[src/rtl/l1_word_cache.sv]
// l1_word_cache: direct-mapped, one-word-per-line, write-through /
// no-write-allocate L1 cache between a CPU port and a lower memory level.
//
// Ports
//   clk, rst_n                   clock, asynchronous active-low reset
//   read, write, wmask,          CPU request (held until resp); read+write
//   address, wdata               together is treated as a write
//   resp, rdata                  one-cycle completion, read data
//   hit, miss                    one-cycle performance pulses per request
//   mem_read, mem_write,         lower-level request, held constant
//   mem_wmask, mem_address,      until mem_resp
//   mem_wdata
//   mem_resp, mem_rdata          lower-level completion and read data
module l1_word_cache #(
    parameter int NUM_LINES = 8
) (
    input  logic        clk,
    input  logic        rst_n,
    input  logic        read,
    input  logic        write,
    input  logic [3:0]  wmask,
    input  logic [31:0] address,
    input  logic [31:0] wdata,
    output logic        resp,
    output logic [31:0] rdata,
    output logic        hit,
    output logic        miss,
    output logic        mem_read,
    output logic        mem_write,
    output logic [3:0]  mem_wmask,
    output logic [31:0] mem_address,
    output logic [31:0] mem_wdata,
    input  logic        mem_resp,
    input  logic [31:0] mem_rdata
);
    localparam int IDX  = $clog2(NUM_LINES);
    localparam int TAGW = 30 - IDX;

    typedef enum logic [1:0] {IDLE, FETCH, WRITE_THRU} state_t;
    state_t state, state_nxt;

    logic [NUM_LINES-1:0]           valid_q;
    logic [NUM_LINES-1:0][TAGW-1:0] tag_q;
    logic [NUM_LINES-1:0][31:0]     data_q;

    // Latched request: everything driven outside IDLE comes from these.
    logic [29:0] addr_q;
    logic [31:0] wdata_q;
    logic [3:0]  wmask_q;
    logic        hit_q;

    logic [IDX-1:0]  cpu_idx, lat_idx;
    logic [TAGW-1:0] cpu_tag, lat_tag;
    logic            lookup_hit, fill_en, merge_en;
    logic            unused_addr_lsb;

    assign cpu_idx         = address[IDX+1:2];
    assign cpu_tag         = address[31:IDX+2];
    assign lat_idx         = addr_q[IDX-1:0];
    assign lat_tag         = addr_q[29:IDX];
    assign unused_addr_lsb = ^address[1:0];
    assign lookup_hit      = valid_q[cpu_idx] && (tag_q[cpu_idx] == cpu_tag);

    assign mem_address = {addr_q, 2'b00};
    assign mem_wdata   = wdata_q;
    assign mem_wmask   = wmask_q;

    always_ff @(posedge clk or negedge rst_n) begin
        if (!rst_n) state <= IDLE;
        else        state <= state_nxt;
    end

    always_comb begin
        state_nxt = state;
        resp      = 1'b0;
        hit       = 1'b0;
        miss      = 1'b0;
        mem_read  = 1'b0;
        mem_write = 1'b0;
        fill_en   = 1'b0;
        merge_en  = 1'b0;
        rdata     = data_q[cpu_idx];
        unique case (state)
            IDLE: begin
                // rst_n gating keeps the pulses low while reset is held
                if (rst_n && write) begin
                    hit       = lookup_hit;
                    miss      = !lookup_hit;
                    state_nxt = WRITE_THRU;
                end else if (rst_n && read) begin
                    if (lookup_hit) begin
                        resp = 1'b1;
                        hit  = 1'b1;
                    end else begin
                        miss      = 1'b1;
                        state_nxt = FETCH;
                    end
                end
            end
            FETCH: begin
                mem_read = 1'b1;
                rdata    = data_q[lat_idx];
                if (mem_resp) begin
                    resp      = 1'b1;
                    rdata     = mem_rdata;
                    fill_en   = 1'b1;
                    state_nxt = IDLE;
                end
            end
            WRITE_THRU: begin
                mem_write = 1'b1;
                rdata     = data_q[lat_idx];
                if (mem_resp) begin
                    resp      = 1'b1;
                    merge_en  = hit_q;
                    state_nxt = IDLE;
                end
            end
            default: state_nxt = IDLE;
        endcase
    end

    // Arrays are cleared on reset too so rdata is never X before a fill.
    always_ff @(posedge clk or negedge rst_n) begin
        if (!rst_n) begin
            valid_q <= '0;
            tag_q   <= '0;
            data_q  <= '0;
            addr_q  <= '0;
            wdata_q <= '0;
            wmask_q <= '0;
            hit_q   <= 1'b0;
        end else begin
            if (state == IDLE && state_nxt != IDLE) begin
                addr_q  <= address[31:2];
                wdata_q <= wdata;
                wmask_q <= wmask;
                hit_q   <= lookup_hit;
            end
            if (fill_en) begin
                valid_q[lat_idx] <= 1'b1;
                tag_q[lat_idx]   <= lat_tag;
                data_q[lat_idx]  <= mem_rdata;
            end
            // Write hit: only the enabled bytes of the resident line change.
            if (merge_en) begin
                for (int b = 0; b < 4; b++) begin
                    if (wmask_q[b]) data_q[lat_idx][8*b +: 8] <= wdata_q[8*b +: 8];
                end
            end
        end
    end

endmodule

[config.mk]
export PLATFORM = sky130hd
export DESIGN_NAME = l1_word_cache
export DESIGN_NICKNAME = d
export VERILOG_FILES = /design/src/rtl/l1_word_cache.sv
export SDC_FILE = /design/constraint.sdc
export NUM_CORES = 2
export LEC_CHECK = 0
export ABC_AREA = 1
export CORE_MARGIN = 5
export CORE_UTILIZATION = 50
export DETAILED_ROUTE_END_ITERATION = 10
export MAX_ROUTING_LAYER = met4
export PLACE_DENSITY = 0.72
export SKIP_LAST_GASP = 1
export SYNTH_ARGS = -nofsm -noshare
export SYNTH_HDL_FRONTEND = slang
export SYNTH_SLANG_ARGS = --single-unit
[constraint.sdc]
create_clock -name clk -period 4.03 [get_ports clk]
set_input_delay 1.0075 -clock clk [delete_from_list [all_inputs] [get_ports clk]]
set_output_delay 1.0075 -clock clk [all_outputs]
set_load 0.02 [all_outputs]
======== After elaboration in Yosys (flattened, before gate mapping) ========
Cells that the tools add are included.
cells by class
  bitwise gates (word level) .............. 1
  equality and inequality tests ........... 3
  $lt $le $gt $ge ......................... 3
  reduce and logical (&&, ||, !) cells .... 9
  muxes and demuxes ....................... 60
operators with widths
  operator                                                           count
  two-way mux 256 bit                                                9
  bitwise mux 256 bit                                                5
  demux 32 bit (select 3 bit)                                        5
  bitwise mux 216 bit                                                1
  binary-select mux 32 bit (select 3 bit)                            2
  two-way mux 32 bit                                                 5
  binary-select mux 27 bit (select 3 bit)                            1
  demux 27 bit (select 3 bit)                                        1
  case mux 32 bit (2 select lines)                                   1
  two-way mux 27 bit                                                 2
  == test 27 bit                                                     1
  two-way mux 24 bit                                                 1
  two-way mux 1 bit                                                  17
  two-way mux 16 bit                                                 1
  less-than comparator 3 x 4 -> 1 bit, second input constant         2
  two-way mux 2 bit                                                  4
  two-way mux 8 bit                                                  1
  bitwise OR 8 bit                                                   1
  logical AND 1 bit                                                  5
  case mux 2 bit (2 select lines)                                    1
  binary-select mux 1 bit (select 3 bit)                             1
  demux 1 bit (select 3 bit)                                         1
  greater-or-equal comparator 3 x 1 -> 1 bit, second input constant  1
  == test 2 x 1 -> 1 bit, second input constant                      1
  6 further kinds                                                    6
word-level totals
  output and inout port bits .............. 105
  word-level logic and storage cells ...... 98
  bits of input ports ..................... 105
  register bits after elaboration ......... 549

======== Longest topological paths before layout ========
  depth after elaboration ................. 18
  gate-level depth with buffers ........... 28
  depth with buffers taken out ............ 24

======== Worst setup path before layout ========
Ideal clock, no wire load.
  kind .................................... in2out
  start point ............................. input address[2]
  end point ............................... output rdata[12]
  data arrival time ....................... 3.074 ns
  setup slack ............................. -0.051 ns
  path buffers ............................ 6
  cell stages on the path ................. 10
  required time ........................... 3.023 ns
  cells stage by stage .................... buf_4 buf_2 buf_6 clkbuf_1 clkbuf_1 clkbuf_1 o21ai_0 o21ai_0 o21ai_0 o21ai_0
between the ends
  longest elaborated chain between the ends .. 3
RTL lines
  element                                   RTL line  RTL
  from (decl)                               22        input logic [31:0] address,
  binary-select mux 32 bit (select 3 bit)   82        rdata = data_q[cpu_idx];
  two-way mux 32 bit (not written as such)  82
  case mux 32 bit (2 select lines)          83        unique case (state)
  to (decl)                                 25        output logic [31:0] rdata,
Every way passes these cells. The select of a mux whose other input is x is not followed.

======== Worst setup path in the final report ========
  start point ............................. input address[2]
  end point ............................... output resp
between the ends
  longest elaborated chain between the ends .. 8
  elaborated cells between the ends (all ways) .. 10
  classes of those cells .................. eq/ne (1); mux (8); reduce/logical (1)
RTL lines
  element                                   RTL line  RTL
  binary-select mux 27 bit (select 3 bit)   62        assign lookup_hit = valid_q[cpu_idx] && (tag_q[cpu_idx] == cpu_tag);
  two-way mux 27 bit (not written as such)  62
  == test 27 bit                            62
  logical AND 1 bit *                       62
  two-way mux 1 bit *                       91        if (lookup_hit) begin
  two-way mux 1 bit *                       90        end else if (rst_n && read) begin
  two-way mux 1 bit *                       86        if (rst_n && write) begin
  case mux 1 bit (2 select lines) *         83
  to (decl)                                 24        output logic resp,
Every way passes the cells marked *; elsewhere a longest branch is shown, timed or not. The select of a mux whose other input is x is not followed.

==> impl_results.md <==
* Synth top area share at 0.4503
* Max-cap violations at 0
* Root Buffer: clkbuf_16
* Final setup viols at 2
* CTS Hold Bufs at 0
* PwrDens at 719.7 nW/um2
* Crit. End Element: output pin
* Sequential cell area fraction in the yosys report at 0.4503
* Core area at just over 60000 um2
* Run status: finished with violations
* Hold Path Sink: valid_q[6]
* Final worst slack at -108.3 ps
* CP Data Required Time at 3020 ps
* Total track usage at 0.3393
* RR Endpoint: mem_wdata[22]
* Most common cell in the synthesized netlist: nand2_1
* Hpwl dp at about 69 mm
* DRC at 0
* Power share of the combinational group at 0.413
* Via/cell ratio at 6.055
* Per-cell routed wire length at 22.03 um
* Leak at 17.83 nW
* Internal power at 0.01592 W
* Buffers from clock root to sink, at most at 3
* Clock share of power at 0.238
* Mapped Cells at about 4100
* Area growth syn-to-layout at 23.96%
* Hold Vio Cnt, Final at 0
* Top cells by count, synth: 1022 x nand2_1, 697 x o21ai_0, 549 x dfrtp_1
* Slew Limit Fails at 0
* Arr. time, crit path at 3130 ps
* Total power at 0.02722 W
* Fin crit share at 1.027
* Synthesized area per cell at 7.366 um2
* Yosys top cell by area: dfrtp_1
* # IOs at between 200 and 250
* DRT Pass-1 Iters at 9
* Hold-critical path depth at 2
* Gpl congestion at 0.9351
* DRT Wirelength at 114.8 mm
* Fraction of registers with async set/reset at 1.000
* DR vias at 31550
* Clk_skew at 57.75 ps
* Initial antenna violation count at 2
* Clock sinks at 549
* Minimum clock period at around 4100 ps
* Critical path class: input port to output pin
* Number of port buffers at 205
* Die W at 257.0 um
* Pin count of the biggest net entering global routing at 167
* H-tree depth at 2
* EDFF count, synth at 0
* Vias in the first global route at 29470
* HP Class: flip-flop to flip-flop
* Clk_lat worst skew at a little under 700 ps
* Die H at around 260 um
* Filler Cells Inserted at about 5300
* Nets at approximately 4500
* Total grt overflow at 0
* Synthesized cell area at 30510 um2
* # rows at 90
* Yosys Warn Count at 0
* Netlist cell types at 41
* Ys flop type: dfrtp_1
* CTS tree: built
* Max FO, Critical Path at 10
* Slew headroom at 0.3463
* P_sw at 0.01130 W
* Worst-path clk slew at 70 ps
* Final ANT Viol Nets at 0
* Hold path startpoint: valid_q[6]
* Layout cells sized above 1 at 0.1089
* Reg2Reg Depth at 26
* Hold slack at 456.1 ps
* Failing checks: negative setup slack
* Worst VDD drop at a little under 400 uV
* Switching share of total power at 0.4152
* Seq pwr share at 0.349
* RR Startpoint: tag_q[136]
* Startpoint types: input port
* First-pass GRT wire length at 173.7 mm
* Die Area at 66060 um2
* Max Fclk at 241.6 MHz
* RSZ-0062 raised after global routing: true
* R2R setup slack at between 900 and 1000 ps
* Post-synthesis register bit count at around 550
* Slew @ Worst Pin at 980.6 ps
* Num CTS Buffers at 60
* Synth area leaders: dfrtp_1 45%, nand2_1 13%, o21ai_0 11%
* Iter 0 DRT Violations at 4031
* Initial core utilization at 0.5055
worst max path at each step:
stage                     startpoint         to  slack, ps  cells past startpoint
after floorplan           address[2]   rdata[7]         10                     10
after global placement    address[2]       resp       -540                     16
after detailed placement  address[2]       resp       -540                     16
after CTS                 address[3]  rdata[17]        -90                      8
after global routing      address[2]       resp       -230                     16
final                     address[2]       resp       -110                     18
power by group through the flow:
stage | Clock (W) | Sequential [W] | Combinational, W
2_1_floorplan | 0 | 0.00924 | 0.00631
3_3_place_gp | 0 | 0.00944 | 0.0105
3_5_place_dp | 0 | 0.00947 | 0.0107
4_1_cts | 0.00651 | 0.00942 | 0.0108
5_1_grt | 0.00677 | 0.00973 | 0.0123
6_report | 0.00648 | 0.00949 | 0.0112
worst max-delay path, cell delays in order:
cell     delay (ps)
buf_16          150
inv_16           60
buf_12          120
buf_16          130
nand2_1          60
nand3_1          80
nand3_2         100
nand2_2          70
nand2_2          90
nand2_1          70
nor3_1          190
nor3b_2         180
nand3_1          90
nor2_1          100
buf_4           150
nand4_1         100
a21oi_2         200
buf_6           150
cells in the final DEF, fill, tap and decap left out, drive strengths merged, types with 19 or more instances in the layout:
cell / instances
clkdlybuf4s50: 165
o2111ai: 21
a32o: 19
nor2: 156
clkinv: 27
o21ai: 707
inv: 516
clkbuf: 84
a31oi: 23
o22ai: 66
a221oi: 40
o211ai: 195
buf: 266
dlygate4sd2: 26
a21oi: 196
nand2: 1024
dfrtp: 549
nand3: 251
per-layer routing:
layer	wire length, um	GRT usage	share of wire
met5	0	-	0
met4	5241	0.1354	0.046
met3	15000	0.08608	0.13
met2	49070	0.4875	0.43
met1	45470	0.4634	0.40
final cells by class:
cell class | instances | area (um2) | area share
multi-input combinational | 2765 | 13840 | 0.3660
clock buffer | 75 | 1648 | 0.04357
tap | 782 | 978.4 | 0.02587
antenna | 3 | 7.507 | 0.0001985
clock inverter | 38 | 684.4 | 0.01810
inverter | 529 | 2021 | 0.05343
sequential | 549 | 13740 | 0.3634
timing repair buffer | 470 | 4897 | 0.1295
flip-flops by register name, summed over array words and instances, names as in the netlist:
name       flops
mem_wdata     32
valid_q        8
data_q       256
mem_wmask      4
hit_q          1
state          2
tag_q        216
addr_q        30
logic make-up (layout without fill, tap and decap cells):
family,Yosys count,in the layout,synth area share
compound gates,1294,1294,0.2452
buf+inv,829,1112,0.1088
mux,1,1,0.0003281
flops,549,549,0.4503
simple gates,1464,1464,0.1937
other cells,1,5,0.0001229
fa+ha+maj,4,4,0.001640
stage by stage:
| step | std cells | utilization | TNS [ps] | cell area, um2 | worst slack (ps) |
|---|---|---|---|---|---|
| after floorplan | 4143 | - | 0 | 30510 | 12.15 |
| after global placement | 5049 | 0.5713 | -6451 | 34480 | -539.9 |
| after detailed placement | 5049 | 0.5713 | -6860 | 34480 | -538.0 |
| after CTS | 5186 | 0.6178 | -172.0 | 37290 | -88.07 |
| after global routing | 5210 | 0.6266 | -498.4 | 37820 | -234.4 |
| final | 5211 | 0.6266 | -125.0 | 37820 | -108.3 |
what timing repair did:
item | CTS | global route
gates resized for setup | 114 | 85
endpoints found under the hold margin | 0 | 0
pin swaps | 14 | 34
buffers inserted | 16 | 18
gates cloned | 8 | 5
setup endpoints to repair | 35 | 21
No activity file was read; power rests on OpenSTA's default activity.
